### src/rtl/display_out_unit_pkg.sv
// Shared constants and types for the OUT-instruction display unit:
// segment patterns, FSM state encoding and the double-dabble digit adjust.
package display_out_unit_pkg;

    localparam logic [6:0] SEG_BLANK = 7'h7F;
    localparam logic [6:0] SEG_MINUS = 7'h3F;

    typedef enum logic [1:0] {
        ST_IDLE   = 2'd0,
        ST_SHIFT  = 2'd1,
        ST_UPDATE = 2'd2
    } state_t;

    // Width of a counter that indexes n shift steps (at least 1 bit).
    function automatic int bitcnt_w(input int n);
        return (n > 1) ? $clog2(n) : 1;
    endfunction

    function automatic logic [3:0] dabble_adj(input logic [3:0] d);
        return (d >= 4'd5) ? d + 4'd3 : d;
    endfunction

endpackage

### src/rtl/display_out_unit_seg7_encode.sv
// Combinational BCD digit to active-low 7-segment pattern (bit 0 = seg a).
// Non-decimal codes render blank.
module seg7_encode
    import display_out_unit_pkg::*;
(
    input  logic [3:0] bcd,
    output logic [6:0] seg
);

    always_comb begin
        seg = SEG_BLANK;
        case (bcd)
            4'd0: seg = 7'h40;
            4'd1: seg = 7'h79;
            4'd2: seg = 7'h24;
            4'd3: seg = 7'h30;
            4'd4: seg = 7'h19;
            4'd5: seg = 7'h12;
            4'd6: seg = 7'h02;
            4'd7: seg = 7'h78;
            4'd8: seg = 7'h00;
            4'd9: seg = 7'h10;
            default: seg = SEG_BLANK;
        endcase
    end

endmodule

### src/rtl/display_out_unit.sv
// OUT-instruction display unit: serial double-dabble conversion of a latched
// register value, then a single registered update of N_DIGITS 7-seg displays.
module display_out_unit
    import display_out_unit_pkg::*;
#(
    parameter int DATA_W   = 32,
    parameter int N_DIGITS = 4,
    parameter int BLANK_LZ = 1
) (
    input  logic                  CLOCK_50,
    input  logic                  reset,
    input  logic                  out_valid,
    output logic                  out_ready,
    input  logic [DATA_W-1:0]     out_data,
    input  logic                  signed_mode,
    output logic [7*N_DIGITS-1:0] hex_seg,
    output logic                  done,
    output logic                  overflow,
    output logic [1:0]            state_dbg
);

    localparam int BCD_W = 4 * N_DIGITS;
    localparam int CNT_W = bitcnt_w(DATA_W);

    // Handshake: a strobe transfers on a rising edge where out_valid and
    // out_ready are both high; out_ready is high exactly while the FSM is idle.
    state_t             state, state_next;
    logic [DATA_W-1:0]  mag;
    logic [BCD_W-1:0]   bcd, bcd_adj;
    logic [CNT_W-1:0]   bitcnt;
    logic               neg, ovf_int, show_ovf, lead;
    logic [6:0]         seg_raw [N_DIGITS];
    logic [7*N_DIGITS-1:0] seg_next;

    assign out_ready = (state == ST_IDLE);
    assign state_dbg = state;

    always_ff @(posedge CLOCK_50) begin
        if (reset) state <= ST_IDLE;
        else       state <= state_next;
    end

    always_comb begin
        state_next = state;
        case (state)
            ST_IDLE:   if (out_valid) state_next = ST_SHIFT;
            ST_SHIFT:  if (bitcnt == CNT_W'(DATA_W - 1)) state_next = ST_UPDATE;
            ST_UPDATE: state_next = ST_IDLE;
            default:   state_next = ST_IDLE;
        endcase
    end

    always_comb begin
        bcd_adj = '0;
        for (int k = 0; k < N_DIGITS; k++)
            bcd_adj[4*k +: 4] = dabble_adj(bcd[4*k +: 4]);
    end

    always_ff @(posedge CLOCK_50) begin
        if (reset) begin
            mag      <= '0;
            bcd      <= '0;
            bitcnt   <= '0;
            neg      <= 1'b0;
            ovf_int  <= 1'b0;
            hex_seg  <= '1;
            done     <= 1'b0;
            overflow <= 1'b0;
        end else begin
            done <= 1'b0;
            case (state)
                ST_IDLE: if (out_valid) begin
                    // -x of the most-negative value wraps to 2^(DATA_W-1), the true magnitude.
                    mag     <= (signed_mode && out_data[DATA_W-1]) ? -out_data : out_data;
                    neg     <= signed_mode && out_data[DATA_W-1];
                    bcd     <= '0;
                    bitcnt  <= '0;
                    ovf_int <= 1'b0;
                end
                ST_SHIFT: begin
                    {bcd, mag} <= {bcd_adj[BCD_W-2:0], mag, 1'b0};
                    ovf_int    <= ovf_int | bcd_adj[BCD_W-1];
                    bitcnt     <= bitcnt + 1'b1;
                end
                ST_UPDATE: begin
                    hex_seg  <= seg_next;
                    overflow <= show_ovf;
                    done     <= 1'b1;
                end
                default: ;
            endcase
        end
    end

    for (genvar g = 0; g < N_DIGITS; g++) begin : g_enc
        seg7_encode u_enc (
            .bcd (bcd[4*g +: 4]),
            .seg (seg_raw[g])
        );
    end

    // Walk from the top digit down; 'lead' stays set until the first nonzero digit.
    always_comb begin
        show_ovf = ovf_int | (neg & (bcd[BCD_W-1 -: 4] != 4'd0));
        lead     = 1'b1;
        seg_next = '1;
        for (int k = N_DIGITS - 1; k >= 0; k--) begin
            if (bcd[4*k +: 4] != 4'd0) lead = 1'b0;
            if (show_ovf)
                seg_next[7*k +: 7] = SEG_MINUS;
            else if (neg && (k == N_DIGITS - 1))
                seg_next[7*k +: 7] = SEG_MINUS;
            else if ((BLANK_LZ != 0) && lead && (k != 0))
                seg_next[7*k +: 7] = SEG_BLANK;
            else
                seg_next[7*k +: 7] = seg_raw[k];
        end
    end

endmodule

### config.mk
export PLATFORM = sky130hd
export DESIGN_NAME = display_out_unit
export DESIGN_NICKNAME = d
export VERILOG_FILES = /design/src/rtl/display_out_unit_pkg.sv /design/src/rtl/display_out_unit_seg7_encode.sv /design/src/rtl/display_out_unit.sv
export SDC_FILE = /design/constraint.sdc
export NUM_CORES = 1
export LEC_CHECK = 0
export BUFFER_PORTS_ARGS = -buffer_cell sky130_fd_sc_hd__buf_2
export CORE_AREA = 3 3 137 86
export DETAILED_ROUTE_END_ITERATION = 12
export DIE_AREA = 0 0 140 89
export GPL_ROUTABILITY_DRIVEN = 0
export PLACE_DENSITY_LB_ADDON = 0.15
export SLEW_MARGIN = 20
export SYNTH_ARGS = -nofsm -noshare
export SYNTH_HDL_FRONTEND = slang
export SYNTH_SLANG_ARGS = --single-unit
### constraint.sdc
create_clock -name CLOCK_50 -period 3.2 [get_ports CLOCK_50]
set_clock_uncertainty 0.05 [all_clocks]
set_input_delay 0.96 -clock CLOCK_50 [delete_from_list [all_inputs] [get_ports CLOCK_50]]
set_output_delay 0.96 -clock CLOCK_50 [all_outputs]
set_load 0.005 [all_outputs]
; Word level (Yosys, flattened, before mapping)
; Memories as Yosys holds them, arrays and structs flattened. A register that Yosys moved wholly into a read port is not among the register bits.
; Index checks and enable logic that the tools add are counted.
[classes]
magnitude_cmp = 4
add_sub_neg = 6
reduce_logical = 9
n_eq_ne = 5
n_bitwise = 3
mux = 36
[op_table]
columns = op, n
row1 = 2-to-1 mux 32 bit, 2
row2 = one-hot mux 32 bit (2 select lines), 1
row3 = 2-to-1 mux 7 bit, 8
row4 = 2-to-1 mux 4 bit, 12
row5 = negator 32 bit, 1
row6 = one-hot mux 16 bit (2 select lines), 1
row7 = adder 4 x 2 -> 4 bit (second input constant), 4
row8 = >= comparator 4 x 3 -> 1 bit (second input constant), 4
row9 = 2-to-1 mux 16 bit, 1
row10 = nonzero test 4 bit, 3
row11 = one-hot mux 5 bit (2 select lines), 1
row12 = AND reduction 2 bit, 3
row13 = adder 5 x 1 -> 5 bit (second input constant), 1
row14 = == test 5 bit (second input constant), 1
row15 = 2-to-1 mux 1 bit, 5
row16 = 2-to-1 mux 5 bit, 1
row17 = 2-to-1 mux 2 bit, 2
row18 = != test 2 bit (second input constant), 2
row19 = one-hot mux 2 bit (2 select lines), 1
row20 = == test 2 x 1 -> 1 bit (second input constant), 1
row21 = == test 2 bit (second input constant), 1
row22 = zero test 2 bit, 1
row23 = OR 1 bit, 2
row24 = one-hot mux 1 bit (2 select lines), 1
row25 = other kinds (3), 3
[totals]
output_inout_bits = 33
regBits = 87
in_bits = 36
mem_bits_ro = 448
word_cells = 76
memories = 4
[mem_list]
columns = name, words, width, read_ports, rd_ports_with_merged_regs, wr, line_no
row1 = (name not given), 16, 7, 1, 1, 0, display_out_unit_seg7_encode.sv:12  ; case (bcd)
row2 = (name not given), 16, 7, 1, 1, 0, display_out_unit_seg7_encode.sv:12
row3 = (name not given), 16, 7, 1, 1, 0, display_out_unit_seg7_encode.sv:12
row4 = (name not given), 16, 7, 1, 1, 0, display_out_unit_seg7_encode.sv:12

; Logic depth before layout (Yosys ltp)
[logic_depth]
word_depth = 6
mapped_depth = 11
depth_no_buf = 11

; Cells and area by module
; Synthesis repeated with hierarchy kept, for this count alone.
[unflattened]
hier_cells = 657
hier_area_um2 = 5255.0
[by_module_without_submodules]
columns = mod, seq_area_each_um2, cells_per_inst, n_inst, area_per_inst_um2
row1 = display_out_unit, 1741.7, 529, 1, 4434.3
row2 = seg7_encode (g_enc[2].u_enc ...), 0.0, 33, 2, 210.2
row3 = seg7_encode (g_enc[0].u_enc ...), 0.0, 31, 2, 200.2

; Worst setup path before layout
; OpenSTA, ideal clock, no wires.
[synth_path]
path_type = input to register
startpoint = input port reset
endpoint = register g_enc[1].u_enc.seg[5] (netlist name)
n_path_buf = 3
stages = 9
setup_ps = 122
required_time_ps = 3028
setup_slack_ps = 438
arrival_time_ps = 2590
cell_sequence = clkbuf_1 clkbuf_1 clkbuf_1 nor2_1 inv_1 ha_1 nand2b_1 o22ai_1 a311o_1
[synth_via]
elab_chain_cells = 1
[synth_lines]
columns = element, line_no
row1 = from (decl), display_out_unit.sv:11  ; input logic reset,
row2 = 2-to-1 mux 4 bit (no line), n/a
; Every way passes these cells.
; A chain may end at the register's enable or synchronous reset.

; Final worst setup path
[layout_path]
startpoint = register bcd[9]
endpoint = register g_enc[2].u_enc.seg[4] (netlist name)
[layout_via]
elab_chain_cells = 5
elab_cells_between_ends = 6
cone_classes = 1 x add/sub / 1 x order compare / 4 x mux
[layout_lines]
columns = element, line_no
row1 = from (decl), display_out_unit.sv:29  ; logic [BCD_W-1:0] bcd, bcd_adj;
row2 = from (signal assigned), display_out_unit.sv:81  ; {bcd, mag} <= {bcd_adj[BCD_W-2:0], mag, 1'b0};
row3 = adder 4 x 2 -> 4 bit or >= comparator 4 x 3 -> 1 bit (tied branches), display_out_unit_pkg.sv:20  ; return (d >= 4'd5) ? d + 4'd3 : d;
row4 = 2-to-1 mux 4 bit, display_out_unit_pkg.sv:20
row5 = one-hot mux 16 bit (2 select lines), display_out_unit.sv:71  ; case (state)
row6 = 2-to-1 mux 4 bit (no line) (*) (2 in series), n/a
; Mark *: on every way between the ends. The rest lies on a longest branch, timed or not.

==> impl_metrics.tcl <==
set metrics [dict create \
    outcome "finished clean" \
    fmax_ghz 0.3594 \
    syn_area_per_cell_um2 8.739 \
    clkTransAtPathRegs_ns 0.05 \
    fin_crit_sh 0.8695 \
    wirelength_um 16660 \
    cts_tree "done" \
    final.setup.tns_ns 0 \
    routedWlPerCell_um 17.85 \
    dieArea_mm2 0.01246 \
    fp.dieW_um 140 \
    power_density_mw_per_mm2 517.2 \
    design_area_mm2 0.007395 \
    crit_cells 10 \
    clock-sinks 115 \
    crit_path_max_fanout 6 \
    antenna_found_initial 0 \
    path_buf_inv 2 \
    fin_total_pwr_mw 3.824 \
    ctsResizeCount 0 \
    worst_slew_pin_slew_ns 0.7384 \
    final_nets 850 \
    clk_latency_ns 0.41 \
    crit_chain "inv_1, ha_1, nand2b_1, a2111oi_0, nor3_1, nor2_1, inv_1, ha_1, mux2_2, a211oi_1" \
    dp_hpwl_um 11610 \
    grt_pass1_vias 5498 \
    start_kind "flip-flop" \
    hold_viol 0 \
    grt_max_degree 80 \
    ys_async_sr_fraction 0 \
    synth_warnings 0 \
    critPathRequiredTime_ns 3.47 \
    maxSlewViolCount 0 \
    synth_edf_count 0 \
    core-area_mm2 0.01052 \
    grt_overflow_total 0 \
    critPathLaunch "bcd[9]" \
    post_dp_cell_area_mm2 0.006761 \
    num_rows 29 \
    synth_nets 784 \
    ys_seq_area_frac 0.3684 \
    n_fill_cell 832 \
    final-instance-count-excl-fill 933 \
    ctsHoldBuffers 0 \
    drive_above_1_share 0.1914 \
    ir_drop_mv 0.4283 \
    grt_pass1_wl_um 27230 \
    numPortBuffers 68 \
    cp.arrival_ns 3.06 \
    cts-buffers-inserted 17 \
    r2r_cells 10 \
    grt.total_usage 0.2685 \
    leakagePower_nw 2.871 \
    cts_setup_buffers 0 \
    fin_ws_ns 0.4175 \
    finalSetupViolCount 0 \
    min_period_ns 2.783 \
    yosysTopAreaCell "dfxtp_1" \
    timing.rr.start "bcd[9]" \
    whs_path_depth 2 \
    ys_ff_latch 115 \
    synth.top_cell.area_share 0.3684 \
    min_from "g_enc[2].u_enc.seg[5]" \
    synth.distinct_cells 78 \
    via_count 5978 \
    antennaDiodeCount 0 \
    pre_cts_ws_ns 0.1553 \
    dp.cells 901 \
    regToRegSetupSlack_ns 0.42 \
    synth_cells 715 \
    postLayoutCoreUtil 0.7027 \
    antenna_left 0 \
    hp-class "reg -> reg" \
    maxCapViolCount 0 \
    htreeDepth 4 \
    drt_iter0_markers 663 \
    firstDrtPassIters 5 \
    initial_utilization 0.5938 \
    cp_top_family "compound AO/OA/AOI/OAI gates" \
    ios 69 \
    via_per_inst 6.407 \
    fin_hold_ws_ns 0.3891 \
    drc 0 \
    slowest_stage "a2111oi_0" \
    syn_area_mm2 0.006248 \
    cp-end-kind "flip-flop" \
    fp.dieH_um 89 \
    slew_headroom 0.5048 \
    cts-root-buf "clkbuf_16" \
    synth_ff_type "dfxtp_1" \
    rsz0062_at_grt "false" \
    areaGrowthSynthToFinish_pct 18.34 \
    synth_area_leaders "dfxtp_1 37%, ha_1 6.6%, nor2_1 3.8%" \
    clk_path_buf_depth 2 \
    slowest_delay_ns 0.49 \
    path_class "reg -> reg" \
]
[synthesized netlist by cell type (6+ instances only)]
| cell | n |
|---|---|
| and2_1 | 9 |
| a2111oi_0 | 6 |
| ha_1 | 33 |
| o211ai_1 | 10 |
| a21oi_1 | 31 |
| xor2_1 | 16 |
| o31ai_1 | 7 |
| a21o_1 | 7 |
| nor2_1 | 64 |
| o221ai_1 | 8 |
| a31oi_1 | 9 |
| clkbuf_1 | 32 |
| xnor2_1 | 12 |
| nor3_1 | 11 |
| nand3_1 | 20 |
| a222oi_1 | 10 |
| o21ai_0 | 31 |
| or3_1 | 8 |
| inv_1 | 25 |
| nand2_1 | 58 |
| dfxtp_1 | 115 |
| nand4_1 | 9 |
| nor4_1 | 9 |
| a22oi_1 | 17 |
| buf_2 | 10 |
| and3_1 | 6 |
| a211oi_1 | 6 |
| o22ai_1 | 29 |
| nand2b_1 | 10 |
[flip-flops by register name, indices dropped and copies added (netlist names)]
register,count
ovf_int,1
overflow,1
bitcnt,5
g_enc.u_enc.seg,28
neg,1
bcd,16
mag,32
done,1
hex_seg,28
state_dbg,2
[cell families (layout without fill, tap and decap cells)]
family / count (synthesis) / count (layout) / share of synthesized area
buffers and inverters: 74 / 153 / 0.05106
flip-flops: 115 / 115 / 0.3684
XOR/XNOR: 28 / 28 / 0.03925
multiplexers: 5 / 5 / 0.008210
AND/OR/NAND/NOR: 233 / 233 / 0.1926
AO/OA/AOI/OAI: 227 / 227 / 0.2743
adder cells (fa/ha/maj): 33 / 33 / 0.06608
[report_power, final]
part / total, mW / leakage [nW] / internal, mW / switching, mW
clock network: 2.03 / 0.311 / 1.39 / 0.642
registers: 1.49 / 0.934 / 1.47 / 0.0243
logic: 0.296 / 1.63 / 0.112 / 0.184
total: 3.82 / 2.87 / 2.97 / 0.850
[final cells by class]
type / instances / area, µm² / share of cell area
Clock inverter: 11 / 182.7 / 0.02470
Sequential cell: 115 / 2302 / 0.3113
Clock buffer: 21 / 450.4 / 0.06091
Timing Repair Buffer: 95 / 555.5 / 0.07513
Inverter: 26 / 100.1 / 0.01354
Tap cell: 139 / 173.9 / 0.02352
Multi-Input combinational cell: 526 / 3630 / 0.4909
[placed cells by master, fill, tap and decap left out, drive strengths merged, types with 12 or more instances in the layout]
| cell | n |
|---|---|
| a21oi | 31 |
| xor2 | 16 |
| clkbuf | 21 |
| nand2 | 58 |
| a22oi | 17 |
| o22ai | 29 |
| xnor2 | 12 |
| o21ai | 32 |
| nand3 | 20 |
| inv | 26 |
| ha | 33 |
| nor2 | 64 |
| dfxtp | 115 |
| buf | 95 |
[per-layer routing]
| layer | routed length [µm] | GRT usage | vias up |
|---|---|---|---|
| met4 | 123 | 0.06948 | 0 |
| met5 | 0 | 0 | - |
| met3 | 1310 | 0.06253 | 18 |
| li1 | - | - | 2832 |
| met1 | 7871 | 0.3837 | 2900 |
| met2 | 7353 | 0.4139 | 228 |
[worst paths after layout]
path	end
min reg2reg	hex_seg[19]
max	g_enc[2].u_enc.seg[4]
max reg2reg	g_enc[2].u_enc.seg[4]
min	hex_seg[19]
[worst reg2reg max path, cell delays in order (launching register included)]
cell and delay, ns:
dfxtp_1 0.41, inv_1 0.12, ha_1 0.18, nand2b_1 0.22, a2111oi_0 0.49, nor3_1 0.14, nor2_1 0.22, inv_1 0.12
ha_1 0.23, mux2_2 0.26, a211oi_1 0.23
Note: power is estimated with default switching activity, not from simulation.
